==> config.mk <==
export PLATFORM = sky130hd
export DESIGN_NAME = alloc_dispatch_controller_flat
export DESIGN_NICKNAME = d
export VERILOG_FILES = /design/src/rtl/alloc_dispatch_controller_if.sv /design/src/rtl/alloc_dispatch_controller.sv /design/src/flat_wrapper.sv
export SDC_FILE = /design/constraint.sdc
export NUM_CORES = 1
export LEC_CHECK = 0
export BUFFER_PORTS_ARGS = -buffer_cell sky130_fd_sc_hd__buf_2
export CORE_MARGIN = 4
export CORE_UTILIZATION = 44
export CTS_BUF_LIST = sky130_fd_sc_hd__clkbuf_16
export CTS_CLUSTER_SIZE = 20
export DETAILED_ROUTE_END_ITERATION = 6
export GPL_ROUTABILITY_DRIVEN = 0
export MAX_ROUTING_LAYER = met4
export PLACE_DENSITY = 0.72
export SETUP_SLACK_MARGIN = 0.4
export SYNTH_ARGS = -nofsm -noshare
export SYNTH_HDL_FRONTEND = slang
export SYNTH_SLANG_ARGS = --single-unit
export TNS_END_PERCENT = 10
==> constraint.sdc <==
create_clock -name clk -period 1.3 [get_ports clk]
set_input_delay 0.26 -clock clk [delete_from_list [all_inputs] [get_ports clk]]
set_output_delay 0.26 -clock clk [all_outputs]
set_load 0.01 [all_outputs]
==> src/rtl/alloc_dispatch_controller_if.sv <==
// Allocation handshake bundle between the dispatch controller, the inflight
// WG buffer, the allocator and the global resource table.
//   master : dispatch controller side (drives dis_controller_* signals)
//   slave  : environment side (buffer, allocator, GRT)
interface alloc_dispatch_controller_if #(
  parameter int NUMBER_CU   = 4,
  parameter int CU_ID_WIDTH = 2
);
  logic                   inflight_wg_buffer_alloc_valid;
  logic                   dis_controller_start_alloc;
  logic                   allocator_cu_valid;
  logic                   allocator_cu_rejected;
  logic [CU_ID_WIDTH-1:0] allocator_cu_id_out;
  logic                   dis_controller_alloc_ack;
  logic                   dis_controller_wg_alloc_valid;
  logic                   dis_controller_wg_rejected_valid;
  logic [CU_ID_WIDTH-1:0] dis_controller_alloc_cu_id;
  logic [NUMBER_CU-1:0]   dis_controller_cu_busy;
  logic                   grt_cam_up_valid;
  logic [CU_ID_WIDTH-1:0] grt_cam_up_cu_id;

  modport master (
    input  inflight_wg_buffer_alloc_valid,
    input  allocator_cu_valid,
    input  allocator_cu_rejected,
    input  allocator_cu_id_out,
    input  grt_cam_up_valid,
    input  grt_cam_up_cu_id,
    output dis_controller_start_alloc,
    output dis_controller_alloc_ack,
    output dis_controller_wg_alloc_valid,
    output dis_controller_wg_rejected_valid,
    output dis_controller_alloc_cu_id,
    output dis_controller_cu_busy
  );

  modport slave (
    output inflight_wg_buffer_alloc_valid,
    output allocator_cu_valid,
    output allocator_cu_rejected,
    output allocator_cu_id_out,
    output grt_cam_up_valid,
    output grt_cam_up_cu_id,
    input  dis_controller_start_alloc,
    input  dis_controller_alloc_ack,
    input  dis_controller_wg_alloc_valid,
    input  dis_controller_wg_rejected_valid,
    input  dis_controller_alloc_cu_id,
    input  dis_controller_cu_busy
  );
endinterface

==> src/rtl/alloc_dispatch_controller.sv <==
// Dispatcher-side initiator of the WG allocation handshake: pulses start to
// the allocator, acknowledges its accept/reject verdict, keeps the per-CU
// busy mask and a retry holdoff after rejections.
//   clk, rst : clock, synchronous active-high reset
//   bus      : handshake bundle (master modport), all outputs registered
module alloc_dispatch_controller #(
  parameter int NUMBER_CU       = 4,
  parameter int CU_ID_WIDTH     = 2,
  parameter int RETRY_DELAY     = 16,
  parameter int RETRY_CNT_WIDTH = 5
) (
  input logic                     clk,
  input logic                     rst,
  alloc_dispatch_controller_if.master bus
);

  typedef enum logic [2:0] {
    S_IDLE,
    S_ALLOC_WAIT,
    S_ACK_OK,
    S_ACK_REJ,
    S_SETTLE
  } state_t;

  state_t                     state_q, state_d;
  logic                       start_q, start_d;
  logic                       ack_q, ack_d;
  logic                       commit_q, commit_d;
  logic                       reject_q, reject_d;
  logic [CU_ID_WIDTH-1:0]     cu_id_q, cu_id_d;
  logic [NUMBER_CU-1:0]       busy_q, busy_d;
  logic [RETRY_CNT_WIDTH-1:0] holdoff_q, holdoff_d;

  always_comb begin
    state_d   = state_q;
    start_d   = 1'b0;
    ack_d     = 1'b0;
    commit_d  = 1'b0;
    reject_d  = 1'b0;
    cu_id_d   = cu_id_q;
    busy_d    = busy_q;
    holdoff_d = holdoff_q;

    if (holdoff_q != '0) begin
      holdoff_d = holdoff_q - 1'b1;
    end

    // Clears are applied before the FSM so a same-cycle set or load overrides them.
    if (bus.grt_cam_up_valid) begin
      holdoff_d = '0;
      for (int unsigned i = 0; i < NUMBER_CU; i++) begin
        if (bus.grt_cam_up_cu_id == CU_ID_WIDTH'(i)) begin
          busy_d[i] = 1'b0;
        end
      end
    end

    case (state_q)
      S_IDLE: begin
        if (bus.inflight_wg_buffer_alloc_valid && !(&busy_q) && holdoff_q == '0) begin
          state_d = S_ALLOC_WAIT;
          start_d = 1'b1;
        end
      end
      S_ALLOC_WAIT: begin
        if (bus.allocator_cu_valid) begin
          for (int unsigned i = 0; i < NUMBER_CU; i++) begin
            if (bus.allocator_cu_id_out == CU_ID_WIDTH'(i)) begin
              busy_d[i] = 1'b1;
            end
          end
          cu_id_d  = bus.allocator_cu_id_out;
          ack_d    = 1'b1;
          commit_d = 1'b1;
          state_d  = S_ACK_OK;
        end else if (bus.allocator_cu_rejected) begin
          ack_d    = 1'b1;
          reject_d = 1'b1;
          state_d  = S_ACK_REJ;
        end
      end
      S_ACK_OK: begin
        state_d = S_SETTLE;
      end
      S_ACK_REJ: begin
        holdoff_d = RETRY_CNT_WIDTH'(RETRY_DELAY);
        state_d   = S_SETTLE;
      end
      S_SETTLE: begin
        state_d = S_IDLE;
      end
      default: begin
        state_d = S_IDLE;
      end
    endcase
  end

  always_ff @(posedge clk) begin
    if (rst) begin
      state_q   <= S_IDLE;
      start_q   <= 1'b0;
      ack_q     <= 1'b0;
      commit_q  <= 1'b0;
      reject_q  <= 1'b0;
      cu_id_q   <= '0;
      busy_q    <= '0;
      holdoff_q <= '0;
    end else begin
      state_q   <= state_d;
      start_q   <= start_d;
      ack_q     <= ack_d;
      commit_q  <= commit_d;
      reject_q  <= reject_d;
      cu_id_q   <= cu_id_d;
      busy_q    <= busy_d;
      holdoff_q <= holdoff_d;
    end
  end

  assign bus.dis_controller_start_alloc       = start_q;
  assign bus.dis_controller_alloc_ack         = ack_q;
  assign bus.dis_controller_wg_alloc_valid    = commit_q;
  assign bus.dis_controller_wg_rejected_valid = reject_q;
  assign bus.dis_controller_alloc_cu_id       = cu_id_q;
  assign bus.dis_controller_cu_busy           = busy_q;

endmodule

==> src/flat_wrapper.sv <==
// flat-port wrapper written by rule: the top's interface ports become plain ports
module alloc_dispatch_controller_flat 
#(
  parameter int NUMBER_CU       = 4,
  parameter int CU_ID_WIDTH     = 2,
  parameter int RETRY_DELAY     = 16,
  parameter int RETRY_CNT_WIDTH = 5
)
  (clk, rst, bus_inflight_wg_buffer_alloc_valid, bus_allocator_cu_valid, bus_allocator_cu_rejected, bus_allocator_cu_id_out, bus_grt_cam_up_valid, bus_grt_cam_up_cu_id, bus_dis_controller_start_alloc, bus_dis_controller_alloc_ack, bus_dis_controller_wg_alloc_valid, bus_dis_controller_wg_rejected_valid, bus_dis_controller_alloc_cu_id, bus_dis_controller_cu_busy);
  alloc_dispatch_controller_if #(.NUMBER_CU(NUMBER_CU), .CU_ID_WIDTH(CU_ID_WIDTH)) bus_i ();
  input logic clk;
  input logic rst;
  input wire logic [$bits(bus_i.inflight_wg_buffer_alloc_valid)-1:0] bus_inflight_wg_buffer_alloc_valid;
  input wire logic [$bits(bus_i.allocator_cu_valid)-1:0] bus_allocator_cu_valid;
  input wire logic [$bits(bus_i.allocator_cu_rejected)-1:0] bus_allocator_cu_rejected;
  input wire logic [$bits(bus_i.allocator_cu_id_out)-1:0] bus_allocator_cu_id_out;
  input wire logic [$bits(bus_i.grt_cam_up_valid)-1:0] bus_grt_cam_up_valid;
  input wire logic [$bits(bus_i.grt_cam_up_cu_id)-1:0] bus_grt_cam_up_cu_id;
  output wire logic [$bits(bus_i.dis_controller_start_alloc)-1:0] bus_dis_controller_start_alloc;
  output wire logic [$bits(bus_i.dis_controller_alloc_ack)-1:0] bus_dis_controller_alloc_ack;
  output wire logic [$bits(bus_i.dis_controller_wg_alloc_valid)-1:0] bus_dis_controller_wg_alloc_valid;
  output wire logic [$bits(bus_i.dis_controller_wg_rejected_valid)-1:0] bus_dis_controller_wg_rejected_valid;
  output wire logic [$bits(bus_i.dis_controller_alloc_cu_id)-1:0] bus_dis_controller_alloc_cu_id;
  output wire logic [$bits(bus_i.dis_controller_cu_busy)-1:0] bus_dis_controller_cu_busy;
  assign bus_i.inflight_wg_buffer_alloc_valid = bus_inflight_wg_buffer_alloc_valid;
  assign bus_i.allocator_cu_valid = bus_allocator_cu_valid;
  assign bus_i.allocator_cu_rejected = bus_allocator_cu_rejected;
  assign bus_i.allocator_cu_id_out = bus_allocator_cu_id_out;
  assign bus_i.grt_cam_up_valid = bus_grt_cam_up_valid;
  assign bus_i.grt_cam_up_cu_id = bus_grt_cam_up_cu_id;
  assign bus_dis_controller_start_alloc = bus_i.dis_controller_start_alloc;
  assign bus_dis_controller_alloc_ack = bus_i.dis_controller_alloc_ack;
  assign bus_dis_controller_wg_alloc_valid = bus_i.dis_controller_wg_alloc_valid;
  assign bus_dis_controller_wg_rejected_valid = bus_i.dis_controller_wg_rejected_valid;
  assign bus_dis_controller_alloc_cu_id = bus_i.dis_controller_alloc_cu_id;
  assign bus_dis_controller_cu_busy = bus_i.dis_controller_cu_busy;
  alloc_dispatch_controller #(.NUMBER_CU(NUMBER_CU), .CU_ID_WIDTH(CU_ID_WIDTH), .RETRY_DELAY(RETRY_DELAY), .RETRY_CNT_WIDTH(RETRY_CNT_WIDTH)) u_core (.clk(clk), .rst(rst), .bus(bus_i));
endmodule
==> flow_summary.ini <==
[clock_tree]
cts.htree.levels = 1
clkTransAtPathRegs_ns = 0.05
clock_sink_count = 18
clk_path_buf_depth = 2
clock_tree_from_tritoncts = done
total_cts_buffers = 3
clk_root_buffer_cell = clkbuf_16
cts-hold-fix-buffers = 0
worst_skew_pair.late_latency_ns = 0.25

[min_path]
timing.hold.worst.start = bus_allocator_cu_rejected
worstHoldPathType = input pin to flop

[routing]
drt_iter0_drc = 4
post-route-drc-count = 0
postRouteAntennaNets = 0
vias = 608
routedWlPerCell_microns = 14.34
drt_first_pass_iters = 2
detail_route.vias_per_cell = 5.333
wirelength_microns = 1635

[global_route]
first_global_vias = 577
antenna_found_initial = 0
globalRoute.totalOverflow = 0
grt_first_pass_wirelength_microns = 2449
globalRouteTotalUtil_pct = 14.04
grt_start_max_net_pins = 10

[synth]
synth.yosys.seq_area_share_pct = 49.06
synth_ff_type = dfxtp_1
synth_area_leader_cell = dfxtp_1
mappedNetlistNets = 82
ys_ff_latch = 18
mean_cell_area_of_the_mapped_netlist_sq_um = 10.34
synthDistinctLibCells = 29
netlist_instances = 71
yosys-top-cells-area = dfxtp_1 49%, xnor2_1 3.6%, nor4b_4 3.2%, nor2_1 3.1%, mux2i_1 2.7%
asyncSetResetFlopFracSynth_pct = 0
synth-edff-count = 0
synthesis.area_sq_um = 734.5
yosys_warnings = 0
synth_top_cell_area_share_pct = 49.06

[timing]
maxClockFrequency_mhz = 780.7
worst-slew-pin-transition_ns = 0.2136
timing_hold_violations_final = 0
final_count_of_negative_setup_slack_endpoints = 0
maxSlewViolCount = 0
fin_skew_ns = 0.001710
post-route-period-util_pct = 98.53
timing.slew.headroom_pct = 85.65
finalWorstSetupSlack_ns = 0.01906
finalWorstPathRequiredPeriod_ns = 1.281
grt_setup_unrepaired = yes

[power_and_ir_drop]
worst_vdd_ir_v = 0.001205
finalPower_uw = 2166
p_leak_uw = 0.0004366
power-per-cell-area_nw_per_um2 = 2044

[finish]
drive_gt1_share_pct = 50.00
syn_to_final_growth_pct = 44.29
nets = 111
final_cells = 114
layout.core_utilization_pct = 68.75
num_antenna_cells = 0

[placed_design]
dp_hpwl_microns = 1103
port_buffers = 19
place_inst = 108
detailedPlace.worstSlack_ns = 0.03730

[critical_path]
cp.required_ns = 1.46
cp_data_arrival_time_ns = 1.44
worstSetupStartpointType = flop
crit_path_start = u_core.state_q[1]
setup.worst_path.end_class = flop
critical_path_class = flop to flop
reg2reg_from = u_core.state_q[1]
crit_path_max_fanout = 3

[die]
floorplan.die_area_sq_um = 2387
dieHeight_microns = 48.86
core_region_area_sq_um = 1541
dieWidth_microns = 48.86
initial_utilization_pct = 47.65
placementRows = 14
io_pins = 20

[run_status]
status = finished clean

[job]
max-cap-violations = 0
power breakdown:
group	internal (uW)	switching, uW
Sequential	670	101
Combinational	466	327
Clock	405	197
Total	1540	626
worst max-delay path, cell delays in order (launching register included):
cell and delay (ns):
dfxtp_4 0.34, or3_4 0.38, or3b_4 0.41, o31ai_2 0.07
what timing repair did:
item,4_1_cts,5_1_grt
resized for setup,3,20
buffers inserted,2,1
endpoints found under the setup margin,27,27
pin swaps,1,16
worst paths after layout:
path	slack, ns	to	cells after the start
hold / removal	0.24	u_core.bus.dis_controller_alloc_ack	2
hold reg to reg	0.50	u_core.bus.dis_controller_cu_busy[1]	2
setup reg to reg	0.02	u_core.state_q[0]	3
setup / recovery	0.02	u_core.state_q[0]	3
Yosys cell counts, types with 2 or more instances:
cell type and instances:
a21oi_1 3, nand2_1 3, o21a_1 2, xnor2_1 3, nor2_1 6, dfxtp_1 18, nand3b_1 2, nor3_1 4
mux2i_1 2, or3b_1 2, nand3_1 2, nor2b_1 2, a211o_1 2, o21ai_0 2, inv_1 4
sequential cells by signal, indices dropped and copies added, names as in the netlist:
register and flops:
u_core.holdoff_q 5, u_core.bus.dis_controller_cu_busy 4, u_core.state_q 3, u_core.bus.dis_controller_alloc_cu_id 2, u_core.bus.dis_controller_alloc_ack 1, u_core.bus.dis_controller_start_alloc 1
u_core.bus.dis_controller_wg_alloc_valid 1, u_core.bus.dis_controller_wg_rejected_valid 1
area by class of cell:
class | count | area, sq um
Fill cell | 118 | 481.7
Timing Repair Buffer | 25 | 185.2
Inverter | 4 | 15.01
Sequential cell | 18 | 375.4
Multi-Input combinational cell | 48 | 389.1
Tap cell | 16 | 20.02
Clock buffer | 3 | 75.07
cells by family after synthesis:
logic type                 count (synthesis)  synth area share (%)
xor gates and xnor gates                   3                 3.578
and+or+nand+nor                           29                 27.77
AOI/OAI and AO/OA                         13                 12.44
buffers and inverters                      5                 2.724
adders and majority gates                  1                 1.703
muxes                                      2                 2.726
DFF                                       18                 49.06
per-layer routing:
metal	up-vias	GRT usage [%]	part of all wire (%)
met5	-	-	0
met4	0	12.11	3.9
met3	7	4.587	6.2
met1	273	14.37	40
li1	310	-	-
met2	18	21.30	50
stage by stage:
stage               hold WS (ns)  setup TNS (ns)  area [sq um]
detailed placement        0.4855               0         880.8
finish                    0.2378               0          1060
global route              0.2416        -0.01309          1060
global placement          0.4806               0         880.8
floorplan                 0.3702               0         748.2
CTS                       0.2339               0         975.9
layout by cell type (no fill, tap or decap), types with 2 or more instances in the layout:
cell / instances
buf_4: 4
clkbuf_16: 3
nand3_1: 2
xnor2_1: 3
buf_2: 13
dfxtp_2: 9
a211o_1: 2
inv_2: 2
nand2_1: 3
nor2_1: 6
mux2i_1: 2
nor4b_4: 2
inv_1: 2
nor3_1: 4
nand3b_1: 2
dfxtp_1: 8
a21oi_1: 2
o21a_1: 2
buf_6: 8
o21ai_0: 2
nor2b_1: 2
No activity file was read; power rests on OpenSTA's default activity.
